$ cat config.mk
export PLATFORM = sky130hd
export DESIGN_NAME = maxpool_stream_flat
export DESIGN_NICKNAME = d
export VERILOG_FILES = /design/src/rtl/maxpool_stream_if.sv /design/src/rtl/maxpool_stream.sv /design/src/flat_wrapper.sv
export SDC_FILE = /design/constraint.sdc
export NUM_CORES = 1
export LEC_CHECK = 0
export BUFFER_PORTS_ARGS = -buffer_cell sky130_fd_sc_hd__buf_2
export CAP_MARGIN = 10
export CORE_MARGIN = 1
export CORE_UTILIZATION = 62
export DETAILED_ROUTE_END_ITERATION = 6
export PLACE_DENSITY_LB_ADDON = 0.08
export SKIP_CTS_REPAIR_TIMING = 1
export SYNTH_ARGS = -nofsm -noshare
export SYNTH_HDL_FRONTEND = slang
export SYNTH_SLANG_ARGS = --single-unit
$ cat constraint.sdc
create_clock -name clk -period 9.7 [get_ports clk]
set_input_delay 1.94 -clock clk [delete_from_list [all_inputs] [get_ports clk]]
set_output_delay 1.94 -clock clk [all_outputs]
set_load 0.05 [all_outputs]
$ cat src/rtl/maxpool_stream_if.sv
// Streaming pixel bus for maxpool_stream: input beats in, pooled pixels out,
// both with valid/ready handshakes.
interface maxpool_stream_if #(
  parameter int DATA_WIDTH = 8,
  parameter int CHANNELS   = 4
);
  logic                           in_valid;
  logic                           in_ready;
  logic [CHANNELS*DATA_WIDTH-1:0] in_data;
  logic                           out_valid;
  logic                           out_ready;
  logic [CHANNELS*DATA_WIDTH-1:0] out_data;
  logic                           out_last;

  modport slave (
    input  in_valid, in_data, out_ready,
    output in_ready, out_valid, out_data, out_last
  );

  modport master (
    output in_valid, in_data, out_ready,
    input  in_ready, out_valid, out_data, out_last
  );
endinterface

$ cat src/rtl/maxpool_stream.sv
// 2x2 stride-2 signed max pooling over a row-major pixel stream, per channel.
// Define MAXPOOL_STREAM_RELU_EN to clamp negative pooled results to zero.
module maxpool_stream #(
  parameter int DATA_WIDTH = 8,
  parameter int CHANNELS   = 4,
  parameter int MAX_WIDTH  = 32,
  parameter int MAX_HEIGHT = 32
) (
  input  logic                              clk,
  input  logic                              rst_n,
  input  logic [$clog2(MAX_WIDTH+1)-1:0]    cfg_width,
  input  logic [$clog2(MAX_HEIGHT+1)-1:0]   cfg_height,
  maxpool_stream_if.slave                   bus
);
  localparam int PW       = CHANNELS * DATA_WIDTH;
  localparam int CW       = $clog2(MAX_WIDTH + 1);
  localparam int RW       = $clog2(MAX_HEIGHT + 1);
  localparam int LB_DEPTH = MAX_WIDTH / 2;
  localparam int LBW      = (LB_DEPTH > 1) ? $clog2(LB_DEPTH) : 1;

  typedef logic [PW-1:0] pix_t;

  function automatic pix_t vmax(input pix_t a, input pix_t b);
    pix_t r;
    logic signed [DATA_WIDTH-1:0] x;
    logic signed [DATA_WIDTH-1:0] y;
    r = '0;
    for (int c = 0; c < CHANNELS; c++) begin
      x = a[c*DATA_WIDTH +: DATA_WIDTH];
      y = b[c*DATA_WIDTH +: DATA_WIDTH];
      r[c*DATA_WIDTH +: DATA_WIDTH] = (x > y) ? x : y;
    end
    return r;
  endfunction

`ifdef MAXPOOL_STREAM_RELU_EN
  function automatic pix_t relu(input pix_t a);
    pix_t r;
    r = a;
    for (int c = 0; c < CHANNELS; c++) begin
      if (a[c*DATA_WIDTH + DATA_WIDTH - 1]) r[c*DATA_WIDTH +: DATA_WIDTH] = '0;
    end
    return r;
  endfunction
`endif

  logic [CW-1:0] r_col;
  logic [RW-1:0] r_row;
  logic [CW-1:0] r_w;
  logic [RW-1:0] r_h;
  pix_t          r_hold;
  pix_t          r_out_data;
  logic          r_out_valid;
  logic          r_out_last;
  pix_t          r_lb [0:LB_DEPTH-1];

  logic          w_accept;
  logic          w_first;
  logic [CW-1:0] w_w;
  logic [RW-1:0] w_h;
  logic          w_col_end;
  logic          w_row_end;
  logic          w_frame_ok;
  logic          w_in_win;
  logic          w_do;
  logic          w_load;
  logic          w_last;
  logic [LBW-1:0] w_lb_idx;
  pix_t          w_lb_rd;
  pix_t          w_max_hold;
  pix_t          w_max_lb;
  pix_t          w_result;

  assign bus.in_ready  = !r_out_valid || bus.out_ready;
  assign bus.out_valid = r_out_valid;
  assign bus.out_data  = r_out_data;
  assign bus.out_last  = r_out_last;

  assign w_accept = bus.in_valid && bus.in_ready;
  assign w_first  = (r_col == '0) && (r_row == '0);

  // The frame-start beat already obeys the geometry it latches.
  assign w_w = w_first ? cfg_width  : r_w;
  assign w_h = w_first ? cfg_height : r_h;

  assign w_col_end = ((CW+1)'(r_col) + (CW+1)'(1)) >= (CW+1)'(w_w);
  assign w_row_end = ((RW+1)'(r_row) + (RW+1)'(1)) >= (RW+1)'(w_h);

  assign w_frame_ok = (w_w >= CW'(2)) && (w_w <= CW'(MAX_WIDTH)) &&
                      (w_h >= RW'(2)) && (w_h <= RW'(MAX_HEIGHT));

  // Floor semantics: an odd trailing column/row never falls inside a window.
  assign w_in_win = (r_col[CW-1:1] < w_w[CW-1:1]) && (r_row[RW-1:1] < w_h[RW-1:1]);
  assign w_do     = w_accept && w_frame_ok && w_in_win;
  assign w_load   = w_do && r_row[0] && r_col[0];

  assign w_last = (r_row[RW-1:1] == (w_h[RW-1:1] - (RW-1)'(1))) &&
                  (r_col[CW-1:1] == (w_w[CW-1:1] - (CW-1)'(1)));

  assign w_lb_idx   = LBW'(r_col >> 1);
  assign w_lb_rd    = r_lb[w_lb_idx];
  assign w_max_hold = vmax(r_hold, bus.in_data);
  assign w_max_lb   = vmax(w_lb_rd, bus.in_data);

`ifdef MAXPOOL_STREAM_RELU_EN
  assign w_result = relu(w_max_hold);
`else
  assign w_result = w_max_hold;
`endif

  always_ff @(posedge clk or negedge rst_n) begin
    if (!rst_n) begin
      r_col       <= '0;
      r_row       <= '0;
      r_w         <= '0;
      r_h         <= '0;
      r_hold      <= '0;
      r_out_data  <= '0;
      r_out_valid <= 1'b0;
      r_out_last  <= 1'b0;
    end else begin
      if (w_accept) begin
        if (w_first) begin
          r_w <= cfg_width;
          r_h <= cfg_height;
        end
        if (w_col_end) begin
          r_col <= '0;
          r_row <= w_row_end ? '0 : r_row + RW'(1);
        end else begin
          r_col <= r_col + CW'(1);
        end
      end

      if (w_do && !r_col[0]) begin
        r_hold <= r_row[0] ? w_max_lb : bus.in_data;
      end

      // Load and drain may coincide; the load wins and keeps valid high.
      if (w_load) begin
        r_out_valid <= 1'b1;
        r_out_data  <= w_result;
        r_out_last  <= w_last;
      end else if (bus.out_ready) begin
        r_out_valid <= 1'b0;
      end
    end
  end

  // Line buffer holds top-row pair maxima; every entry is rewritten on an
  // even row before the odd row reads it, so it needs no reset.
  always_ff @(posedge clk) begin
    if (w_do && !r_row[0] && r_col[0]) begin
      r_lb[w_lb_idx] <= w_max_hold;
    end
  end

endmodule

$ cat src/flat_wrapper.sv
// flat-port wrapper written by rule: the top's interface ports become plain ports
module maxpool_stream_flat 
#(
  parameter int DATA_WIDTH = 8,
  parameter int CHANNELS   = 4,
  parameter int MAX_WIDTH  = 32,
  parameter int MAX_HEIGHT = 32
)
  (clk, rst_n, cfg_width, cfg_height, bus_in_valid, bus_in_data, bus_out_ready, bus_in_ready, bus_out_valid, bus_out_data, bus_out_last);
  maxpool_stream_if #(.DATA_WIDTH(DATA_WIDTH), .CHANNELS(CHANNELS)) bus_i ();
  input  logic clk;
  input  logic rst_n;
  input  logic [$clog2(MAX_WIDTH+1)-1:0] cfg_width;
  input  logic [$clog2(MAX_HEIGHT+1)-1:0] cfg_height;
  input wire logic [$bits(bus_i.in_valid)-1:0] bus_in_valid;
  input wire logic [$bits(bus_i.in_data)-1:0] bus_in_data;
  input wire logic [$bits(bus_i.out_ready)-1:0] bus_out_ready;
  output wire logic [$bits(bus_i.in_ready)-1:0] bus_in_ready;
  output wire logic [$bits(bus_i.out_valid)-1:0] bus_out_valid;
  output wire logic [$bits(bus_i.out_data)-1:0] bus_out_data;
  output wire logic [$bits(bus_i.out_last)-1:0] bus_out_last;
  assign bus_i.in_valid = bus_in_valid;
  assign bus_i.in_data = bus_in_data;
  assign bus_i.out_ready = bus_out_ready;
  assign bus_in_ready = bus_i.in_ready;
  assign bus_out_valid = bus_i.out_valid;
  assign bus_out_data = bus_i.out_data;
  assign bus_out_last = bus_i.out_last;
  maxpool_stream #(.DATA_WIDTH(DATA_WIDTH), .CHANNELS(CHANNELS), .MAX_WIDTH(MAX_WIDTH), .MAX_HEIGHT(MAX_HEIGHT)) u_core (.clk(clk), .rst_n(rst_n), .cfg_width(cfg_width), .cfg_height(cfg_height), .bus(bus_i));
endmodule
==> impl_metrics.toml <==
[yosys]
synthCells = 1446
synth_cell_type_count = 59
synthArstFlopShare_pct = 15.0
synth-edff-count = 512
postSynthAreaPerCell_um2 = 18.1
syn_nets = 1580
seq_area_frac_synth_pct = 67.3
synthFlopType = "edfxtp_1"
synth-seq-cells = 602
synth_warnings = 0
syn_area_mm2 = 0.0262

[timing]
maxSlewHeadroom_pct = 19.9
fin_crit_sh_pct = 69.6
finalSetupViolCount = 0
rsz0062_at_grt = "no"
worstMarginPinSlew_ns = 1.20
slew_viol_final = 0
clock.fmax_mhz = 148
fin_crit_ns = 6.75
setup_tns_ns = 0
hold_viol = 0
worst_clock_skew_ns = 0.0170

[clock_network]
root_buffer = "clkbuf_16"
cts_buffers = 59
htree_levels = 2
cts_tree = "done"
worstSkewPairLatency_ns = 0.62
clkTransAtPathRegs_ns = 0.06
cts.path.max_buffers = 3
clock-sinks = 602

[detailed_routing]
vias_per_cell = 6.43
vias = 13719
wl_per_cell_um = 26.6
drt-total-wl_um = 56700
first_pass_iters = 6
ant_nets = 0
drt_iter0_drc = 1159
drc_errors = 0

[run]
cap_violations = 0

[layout]
antenna_cells = 0
area_delta_synth_final_pct = 11.9
layout-drive-gt1-share_pct = 28.1
final_cell_count_no_fill = 2133
fill_cells = 2530
num-nets-final = 1685

[placed_design]
dp_hpwl_um = 33100
io_buffers = 82
place_congestion = 0.882
dp_cells = 2022

[worst_setup_path]
cp-end-kind = "flop"
criticalPathCategory = "reg2reg"
worstPathRequired_ns = 9.96
crit_fanout = 48
crit_arrival_ns = 7.01
slowest_delay_ns = 0.91
cp_top_family = "simple AND/OR/NAND/NOR gates"
worst_setup_path_start_kind = "flop"
timing.critical_path.mode_cell = "ha_1"
crit_chain = "inv_2 > ha_1 > nor4b_4 > nand3_4 > mux2i_1 > ha_1 > a211oi_1 > nand4_1 > a311o_1 > or4b_1 > a31oi_1 > and3_1 > nand3b_1 > nor3_2 > buf_4"
cp_slowest_cell = "nor3_2"
r2r_slack_ns = 2.95
path_buf_inv = 2

[power_and_ir_drop]
power_density_mw_per_mm2 = 311
power_leakage_uw = 0.0104
net-switching-power_uw = 3050
combPwrFrac_pct = 33.5
swShare_pct = 33.4
ir_worst_vdd_uv = 216
p_total_uw = 9120
p_seq_share_pct = 40.8
clockPowerShare_pct = 25.7
p_int_uw = 6070

[floorplanning]
die-area_mm2 = 0.0431
die_width_um = 208
die_height_um = 208
rows = 74
start_util_pct = 63.6
core_region_area_mm2 = 0.0412
io_pins = 83

[grt]
overflow = 0
gr-usage-all-layers_pct = 27.1
grt_max_degree = 67
grt_first_pass_wirelength_um = 86600
grt_pass1_vias = 14017
antenna_found_initial = 0

[worst_hold_path]
hold_class = "reg2reg"

[run_status]
outcome = "finished clean"
-- power groups by stage --
stage / Sequential, uW / Clock, uW / Combinational, uW
after global placement: 3760 / 0 / 2980
final: 3720 / 2350 / 3050
after detailed placement: 3770 / 0 / 3040
after global routing: 3750 / 2470 / 3300
after CTS: 3720 / 2380 / 3050
after floorplan: 3850 / 0 / 2090
-- worst paths after layout --
| path | start | endpoint | cells past startpoint |
|---|---|---|---|
| worst max register to register | u_core.r_col[1] | u_core.r_lb[5][19] | 15 |
| worst min-delay path | u_core.r_h[0] | u_core.r_h[0] | 2 |
| worst min register to register | u_core.r_h[0] | u_core.r_h[0] | 2 |
| worst max-delay path | u_core.r_col[1] | u_core.r_lb[5][19] | 15 |
| min in group asynchronous | rst_n | u_core.r_h[2] | 1 |
| max in group asynchronous | rst_n | u_core.r_col[2] | 2 |
-- per-layer routing --
| metal | global-route usage [%] | part of all wire [%] |
|---|---|---|
| met5 | 0 | 0 |
| met4 | 7.75 | 2.4 |
| met3 | 3.51 | 5.4 |
| met2 | 44.0 | 49 |
| met1 | 39.4 | 43 |
-- layout by cell type, fill, tap and decap left out, drive strengths merged, types with 3 or more instances in the layout --
master	instances
o21a	12
clkinv	16
ha	86
and3	3
edfxtp	512
nor4b	4
and4	3
dfrtp	90
a21oi	62
o211ai	11
mux4	160
a2111oi	3
mux2	65
a31oi	3
nor2	65
mux2i	41
nand2b	9
o221ai	4
o311ai	3
o21ai	29
nor4	3
nor2b	10
buf	104
bufinv	7
xor2	7
nand4	13
clkinvlp	3
and2	3
o2bb2ai	4
nand2	46
a21o	8
clkbuf	82
nand3	19
nor3	16
xnor2	11
o31ai	4
inv	58
-- through the flow --
step	instance area, um2	worst slack (ns)	util (%)	hold slack [ns]
final	29300	2.95	71.1	0.500
after global routing	29300	2.50	71.1	0.523
after CTS	29300	2.91	71.1	0.493
after detailed placement	27300	2.94	66.2	0.484
after global placement	27300	3.10	66.2	0.480
after floorplan	26200	2.65	-	0.450
-- tightest hold or removal path: stages (launching register included) --
cell and delay, ns:
dfrtp_1 0.35, nand2_1 0.05, o21ai_0 0.06
-- kinds of logic (layout without fill, tap and decap cells) --
group | count (synthesis) | after routing | share of synthesized area (%)
flops | 602 | 602 | 67.3
mux | 266 | 266 | 18.5
simple gates | 202 | 202 | 3.93
compound gates | 156 | 156 | 3.70
buf+inv | 115 | 270 | 1.78
fa+ha+maj | 87 | 87 | 4.15
xor+xnor | 18 | 18 | 0.602
-- cells in the mapped netlist, drive strengths merged (3+ instances only) --
master	instances	area, um2
o221ai	4	35.0
a2111oi	3	26.3
a21o	8	60.1
o31ai	4	30.0
o21ai	29	145
mux4	160	3600
edfxtp	512	15400
and3	3	18.8
inv	55	206
nor4b	4	65.1
nor2b	10	62.6
a21oi	62	310
ha	86	1080
xor2	7	61.3
o311ai	3	26.3
and4	3	26.3
nor4	3	18.8
clkbuf	18	67.6
and2	3	18.8
o21a	12	90.1
nand2b	9	56.3
a31oi	3	18.8
dfrtp	90	2250
nand4	13	81.3
o2bb2ai	4	35.0
nor3	16	80.1
mux2	65	837
nand3	19	120
xnor2	11	96.3
buf	42	193
nand2	46	173
nor2	65	244
mux2i	41	410
o211ai	11	82.6
-- cell type report --
type,instances,area (um2),share of cell area (%)
flip-flops and latches,602,17600,60.2
multi-input cells,729,8190,28.0
clock buffers,82,1650,5.64
well taps,532,666,2.27
repair buffers,104,578,1.97
clock inverters,29,358,1.22
inverters,55,206,0.705
-- sequential cells by signal (all words and copies together), names as in the netlist --
signal / cells
u_core.r_hold: 32
u_core.r_col: 6
u_core.bus.out_data: 32
u_core.r_w: 6
u_core.r_h: 6
u_core.bus.out_valid: 1
u_core.r_row: 6
u_core.bus.out_last: 1
u_core.r_lb: 512
Power figures use the tool's default switching activity.
